==> src/rtl/cpu_types_pkg.sv <==
// cpu_types_pkg: shared CPU datapath types.
//   word_t          - 32-bit machine word
//   aluop_t         - 4-bit ALU opcode
//   alu_arb_state_t - state encoding of the shared-ALU arbiter
package cpu_types_pkg;

    typedef logic [31:0] word_t;

    typedef enum logic [3:0] {
        ALU_ADD = 4'h0,
        ALU_SUB = 4'h1,
        ALU_AND = 4'h2,
        ALU_OR  = 4'h3,
        ALU_XOR = 4'h4,
        ALU_SLT = 4'h5,
        ALU_SLL = 4'h6,
        ALU_SRL = 4'h7
    } aluop_t;

    typedef enum logic [1:0] {ARB_IDLE, ARB_EXEC, ARB_RESP} alu_arb_state_t;

endpackage

==> src/rtl/rr_pick.sv <==
// rr_pick: combinational round-robin priority picker.
//   req_i   - request vector
//   ptr_i   - index with highest priority this cycle
//   grant_o - one-hot grant (all zero when nothing requests)
//   idx_o   - index of the granted bit
//   any_o   - at least one request is set
module rr_pick #(
    parameter int unsigned N = 2,
    parameter int unsigned W = 1
) (
    input  logic [N-1:0] req_i,
    input  logic [W-1:0] ptr_i,
    output logic [N-1:0] grant_o,
    output logic [W-1:0] idx_o,
    output logic         any_o
);

    int unsigned k;

    always_comb begin
        grant_o = '0;
        idx_o   = '0;
        any_o   = 1'b0;
        k       = 0;
        // Walk ptr, ptr+1, ... modulo N; the first set bit wins.
        for (int unsigned i = 0; i < N; i++) begin
            k = 32'(ptr_i) + i;
            if (k >= N) k = k - N;
            if (!any_o && req_i[k]) begin
                any_o      = 1'b1;
                idx_o      = W'(k);
                grant_o[k] = 1'b1;
            end
        end
    end

endmodule

==> src/rtl/alu_arbiter.sv <==
// alu_arbiter: shares one combinational ALU between NREQ requesters.
//   CLK/RST                - clock, synchronous active-high reset
//   req_valid/op/a/b       - per-requester request channel
//   req_ready              - one-hot grant, only in IDLE
//   rsp_valid/rsp_ready    - one-hot response channel to the accepted requester
//   rsp_out/zero/overflow/negative - captured ALU result and flags
//   alu_op/alu_in1/alu_in2 - registered operands to the external ALU
//   alu_out/zero/overflow/negative - ALU results
module alu_arbiter
    import cpu_types_pkg::*;
#(
    parameter int unsigned NREQ = 2
) (
    input  logic                 CLK,
    input  logic                 RST,
    input  logic      [NREQ-1:0] req_valid,
    input  aluop_t    [NREQ-1:0] req_op,
    input  word_t     [NREQ-1:0] req_a,
    input  word_t     [NREQ-1:0] req_b,
    output logic      [NREQ-1:0] req_ready,
    output logic      [NREQ-1:0] rsp_valid,
    input  logic      [NREQ-1:0] rsp_ready,
    output word_t                rsp_out,
    output logic                 rsp_zero,
    output logic                 rsp_overflow,
    output logic                 rsp_negative,
    output aluop_t               alu_op,
    output word_t                alu_in1,
    output word_t                alu_in2,
    input  word_t                alu_out,
    input  logic                 alu_zero,
    input  logic                 alu_overflow,
    input  logic                 alu_negative
);

    localparam int unsigned PTRW = (NREQ > 2) ? $clog2(NREQ) : 1;

    alu_arb_state_t  state_q, state_d;
    logic [PTRW-1:0] rr_ptr_q, rr_ptr_d;
    logic [PTRW-1:0] gidx_q, gidx_d;
    aluop_t          op_q, op_d;
    word_t           a_q, a_d, b_q, b_d;
    word_t           out_q, out_d;
    logic            zero_q, zero_d, ovf_q, ovf_d, neg_q, neg_d;

    logic [NREQ-1:0] pick_grant;
    logic [PTRW-1:0] pick_idx;
    logic            pick_any;

    rr_pick #(
        .N (NREQ),
        .W (PTRW)
    ) u_rr_pick (
        .req_i   (req_valid),
        .ptr_i   (rr_ptr_q),
        .grant_o (pick_grant),
        .idx_o   (pick_idx),
        .any_o   (pick_any)
    );

    always_comb begin
        state_d  = state_q;
        rr_ptr_d = rr_ptr_q;
        gidx_d   = gidx_q;
        op_d     = op_q;
        a_d      = a_q;
        b_d      = b_q;
        out_d    = out_q;
        zero_d   = zero_q;
        ovf_d    = ovf_q;
        neg_d    = neg_q;
        unique case (state_q)
            ARB_IDLE: begin
                if (pick_any) begin
                    op_d     = req_op[pick_idx];
                    a_d      = req_a[pick_idx];
                    b_d      = req_b[pick_idx];
                    gidx_d   = pick_idx;
                    rr_ptr_d = (pick_idx == PTRW'(NREQ - 1)) ? '0 : pick_idx + PTRW'(1);
                    state_d  = ARB_EXEC;
                end
            end
            ARB_EXEC: begin
                out_d   = alu_out;
                zero_d  = alu_zero;
                ovf_d   = alu_overflow;
                neg_d   = alu_negative;
                state_d = ARB_RESP;
            end
            ARB_RESP: begin
                if (rsp_ready[gidx_q]) state_d = ARB_IDLE;
            end
            default: state_d = ARB_IDLE;
        endcase
    end

    always_comb begin
        req_ready = (state_q == ARB_IDLE) ? pick_grant : '0;
        rsp_valid = '0;
        if (state_q == ARB_RESP) rsp_valid[gidx_q] = 1'b1;
    end

    always_ff @(posedge CLK) begin
        if (RST) begin
            state_q  <= ARB_IDLE;
            rr_ptr_q <= '0;
            gidx_q   <= '0;
            op_q     <= ALU_ADD;
            a_q      <= '0;
            b_q      <= '0;
            out_q    <= '0;
            zero_q   <= 1'b0;
            ovf_q    <= 1'b0;
            neg_q    <= 1'b0;
        end else begin
            state_q  <= state_d;
            rr_ptr_q <= rr_ptr_d;
            gidx_q   <= gidx_d;
            op_q     <= op_d;
            a_q      <= a_d;
            b_q      <= b_d;
            out_q    <= out_d;
            zero_q   <= zero_d;
            ovf_q    <= ovf_d;
            neg_q    <= neg_d;
        end
    end

    assign alu_op       = op_q;
    assign alu_in1      = a_q;
    assign alu_in2      = b_q;
    assign rsp_out      = out_q;
    assign rsp_zero     = zero_q;
    assign rsp_overflow = ovf_q;
    assign rsp_negative = neg_q;

endmodule
==> config.mk <==
export PLATFORM = sky130hd
export DESIGN_NAME = alu_arbiter
export DESIGN_NICKNAME = d
export VERILOG_FILES = /design/src/rtl/cpu_types_pkg.sv /design/src/rtl/rr_pick.sv /design/src/rtl/alu_arbiter.sv
export SDC_FILE = /design/constraint.sdc
export NUM_CORES = 1
export LEC_CHECK = 0
export BUFFER_PORTS_ARGS = -buffer_cell sky130_fd_sc_hd__buf_2
export CAP_MARGIN = 40
export CORE_AREA = 3 3 108 110
export CTS_BUF_LIST = sky130_fd_sc_hd__clkbuf_2 sky130_fd_sc_hd__clkbuf_4 sky130_fd_sc_hd__clkbuf_8
export DETAILED_ROUTE_END_ITERATION = 7
export DIE_AREA = 0 0 111 113
export GPL_ROUTABILITY_DRIVEN = 1
export PLACE_DENSITY_LB_ADDON = 0.12
export SETUP_SLACK_MARGIN = 0.1
export SYNTH_ARGS = -nofsm -noshare
export SYNTH_HDL_FRONTEND = slang
export SYNTH_SLANG_ARGS = --single-unit
==> constraint.sdc <==
create_clock -name CLK -period 4.6 [get_ports CLK]
set_clock_uncertainty 0.1 [all_clocks]
set_input_delay 0.92 -clock CLK [delete_from_list [all_inputs] [get_ports CLK]]
set_output_delay 0.92 -clock CLK [all_outputs]
set_load 0.02 [all_outputs]
==> PnR_summary.wiki <==
{| class="wikitable"
! Metric !! Value
|-
| Worst hold slack after final layout || 0.3599 ns
|-
| Vertical extent of the die || 113 um
|-
| Netlist cell types || 24
|-
| Worst Setup Slack post-DPL || 1.583 ns
|-
| Run status || finished clean
|-
| Final design area excluding fillers || 6165 um^2
|-
| Fraction of registers with async set or reset after synthesis || 0%
|-
| Num CTS Buffers || 9
|-
| Number of max-slew violations in the final report || 0
|-
| Final nets || 986
|-
| Setup Buffers After CTS || 0
|-
| Clock Pin Slew Worst Setup and Hold Paths || 0.09 ns
|-
| Final weighted congestion of routability-driven global placement || 0.8609
|-
| Pwr Density || 352.9 nW/um^2
|-
| Global-route wire length before repair || 26.32 mm
|-
| Area after DPL || 5981 um^2
|-
| Register area share after synthesis || 46.92%
|-
| Count of final setup violators || 0
|-
| Final min period || 3.026 ns
|-
| Post-CTS Hold Fix Bufs || 0
|-
| Post-layout worst setup margin || 1.574 ns
|-
| Crit start category || input port
|-
| Worst Hold End || rsp_out[23]
|-
| Num rows || 38
|-
| Synthesized Nets || 757
|-
| EDFF count, synth || 0
|-
| Worst setup path category || in -> out
|-
| F_max || 0.3305 GHz
|-
| Overall Power || 2.176 mW
|-
| Clock tree from TritonCTS || built
|-
| Slowest cell on the critical path || sky130_fd_sc_hd__buf_2
|-
| Register bit total from synthesis || 107
|-
| Routed wire length || 16.70 mm
|-
| Capture point of the worst reg-to-reg path || alu_in2[1]
|-
| Antenna Cells || 0
|-
| Min-Delay Path Depth || 2
|-
| Number of failing hold endpoints at the final stage || 0
|-
| Max Cap Viol || 0
|-
| LEAKAGE || 2.740 nW
|-
| Most numerous cell in the Yosys netlist || sky130_fd_sc_hd__dfxtp_1
|-
| Post-synthesis instance area || 4566 um^2
|-
| Vias || 5476
|-
| Most instantiated flip-flop cell in the synthesis netlist || sky130_fd_sc_hd__dfxtp_1
|-
| Number of instances resized during post-cts repair || 0
|-
| Warning count from the yosys run || 0
|-
| Most common library cells after synthesis || 107 x sky130_fd_sc_hd__dfxtp_1, 71 x sky130_fd_sc_hd__nand2_1, 69 x sky130_fd_sc_hd__nand3_1, 69 x sky130_fd_sc_hd__o21ai_0
|-
| Synthesis-to-finish area growth || 35.02%
|-
| Chain of cells forming the critical path || buf_2 > nand2b_2 > nand3_1 > inv_1 > buf_2
|-
| Count of port buffers added during placement || 283
|-
| Setup TNS || 0 ns
|-
| Via density per instance || 5.740
|-
| Leading post-synthesis cells by cell area || sky130_fd_sc_hd__dfxtp_1 47%, sky130_fd_sc_hd__a31oi_1 9.3%, sky130_fd_sc_hd__nand4_1 9.3%
|-
| Type of the tightest min-delay check || reg -> reg
|-
| RSZ-0062 raised after global routing || false
|-
| Period Utilization, post-route || 65.79%
|-
| Number of fillers in the final layout || 988
|-
| Setup slack on the worst flop-to-flop path || 2.60 ns
|-
| Effective utilization at floorplan || 42.30%
|-
| Maximum number of pins on one net before global-route repair || 72
|-
| Hold path startpoint || rsp_out[23]
|-
| Floorplan die area || 12540 um^2
|-
| Number of global-route vias before repair || 5257
|-
| R2R depth || 4
|-
| Util after Layout || 57.12%
|-
| Slew @ Worst Pin || 0.8029 ns
|-
| Maximum buffer depth of the clock tree || 2
|-
| Worst VDD drop || 156.3 uV
|-
| Crit path top cell by count || sky130_fd_sc_hd__buf_2
|-
| Clock Sink Count || 107
|-
| Post-route DRC violation count || 0
|-
| Clock latency reported for the late side of the worst-skew pair || 0.34 ns
|-
| Half-perimeter wire length of the detailed placement result || 11.12 mm
|-
| Core footprint || 10790 um^2
|-
| Clock root buffer master || sky130_fd_sc_hd__clkbuf_8
|-
| Largest fanout on the critical path || 41
|-
| # placed instances || 938
|-
| Library cell occupying the most area in the post-synthesis netlist || sky130_fd_sc_hd__dfxtp_1
|-
| Average routed wire per standard cell || 17.51 um
|-
| Post-route ant nets || 0
|-
| Number of antenna violations at the first check in global routing || 1
|-
| Detailed Routing Iterations Pass 1 || 5
|-
| Required time reported for the critical path endpoint || 3.58 ns
|-
| H-tree depth || 3
|-
| Share of post-route cells with drive strength above 1 || 38.70%
|-
| GRT Resource Usage Total || 25.18%
|-
| Longest individual stage delay on the worst path || 0.61 ns
|-
| Arrival time worst endpoint || 2.01 ns
|-
| Overflow left after global routing || 0
|-
| Average cell area after synthesis || 7.872 um^2
|-
| Relative slew slack || 46.47%
|-
| Synth Instances || 580
|-
| Num ports || 284
|-
| Violation count after the first detailed-routing iteration || 511
|-
| Die Wd || 111 um
|-
| Critical path capture point type || output pin
|-
| RR Startpoint || state_q[1]
|-
| Post-route insts no fill || 954
|-
| Share of the synthesized area in the top cell type || 46.92%
|}
==> how the worst max path moves through the flow <==
| stage | slack [ns] | end | from | cells past startpoint |
|---|---|---|---|---|
| finish | 1.57 | req_ready[1] | req_valid[0] | 5 |
| global route | 1.48 | req_ready[1] | state_q[0] | 5 |
| CTS | 1.58 | req_ready[1] | state_q[0] | 5 |
| detailed placement | 1.58 | req_ready[1] | req_valid[0] | 5 |
| global placement | 1.61 | req_ready[1] | req_valid[0] | 5 |
| floorplan | 1.66 | req_ready[0] | req_valid[1] | 6 |
==> layout make-up <==
| class | instances | area [um^2] | area share (%) |
|---|---|---|---|
| clock buffers | 14 | 173.9 | 2.821 |
| clock inverters | 2 | 10.01 | 0.1624 |
| repair buffers | 293 | 1541 | 25.01 |
| flip-flops and latches | 107 | 2142 | 34.75 |
| well taps | 140 | 175.2 | 2.841 |
| inverters | 2 | 7.507 | 0.1218 |
| multi-input cells | 396 | 2115 | 34.30 |
==> worst max-delay path, delay by kind of cell <==
kind | cells | cell delay [ns]
simple gates | 2 | 0.24
buf+inv | 3 | 0.82
==> state kept, by name (all words and copies together), names as in the netlist <==
register,flops
alu_in1,32
alu_in2,32
alu_op,4
gidx_q,1
rr_ptr_q,1
rsp_negative,1
rsp_out,32
rsp_overflow,1
rsp_zero,1
state_q,2
==> where the power goes <==
group	switching (mW)	internal [mW]	leakage, nW
clock network	0.302	0.244	0.101
logic	0.380	0.200	1.76
registers	0.0424	1.01	0.879
total	0.724	1.45	2.74
==> cells by family after synthesis <==
family	share of synthesized area (%)
compound gates	21.59
buf+inv	7.153
flops	46.92
mux	0.2192
simple gates	24.12
==> per-layer routing <==
layer / vias up / global-route usage, % / part of all wire (%)
met5: - / 0 / 0.066
li1: 2588 / - / -
met4: 2 / 8.785 / 2.6
met1: 2530 / 30.88 / 39
met2: 318 / 43.53 / 49
met3: 38 / 5.936 / 9.6
==> layout by cell type, fill, tap and decap left out, types with 2 or more instances in the layout <==
master	synthesis	layout
sky130_fd_sc_hd__a21oi_1	38	38
sky130_fd_sc_hd__nand2_1	71	71
sky130_fd_sc_hd__clkinv_2	0	2
sky130_fd_sc_hd__buf_2	24	282
sky130_fd_sc_hd__buf_4	2	8
sky130_fd_sc_hd__nor2_4	0	2
sky130_fd_sc_hd__clkbuf_8	0	11
sky130_fd_sc_hd__dfxtp_1	107	107
sky130_fd_sc_hd__o21ai_0	69	69
sky130_fd_sc_hd__inv_1	2	2
sky130_fd_sc_hd__a31oi_1	68	68
sky130_fd_sc_hd__nand3_1	69	69
sky130_fd_sc_hd__buf_16	0	2
sky130_fd_sc_hd__nand4_1	68	68
sky130_fd_sc_hd__clkbuf_4	0	3
Note: power is estimated with default switching activity, not from simulation.
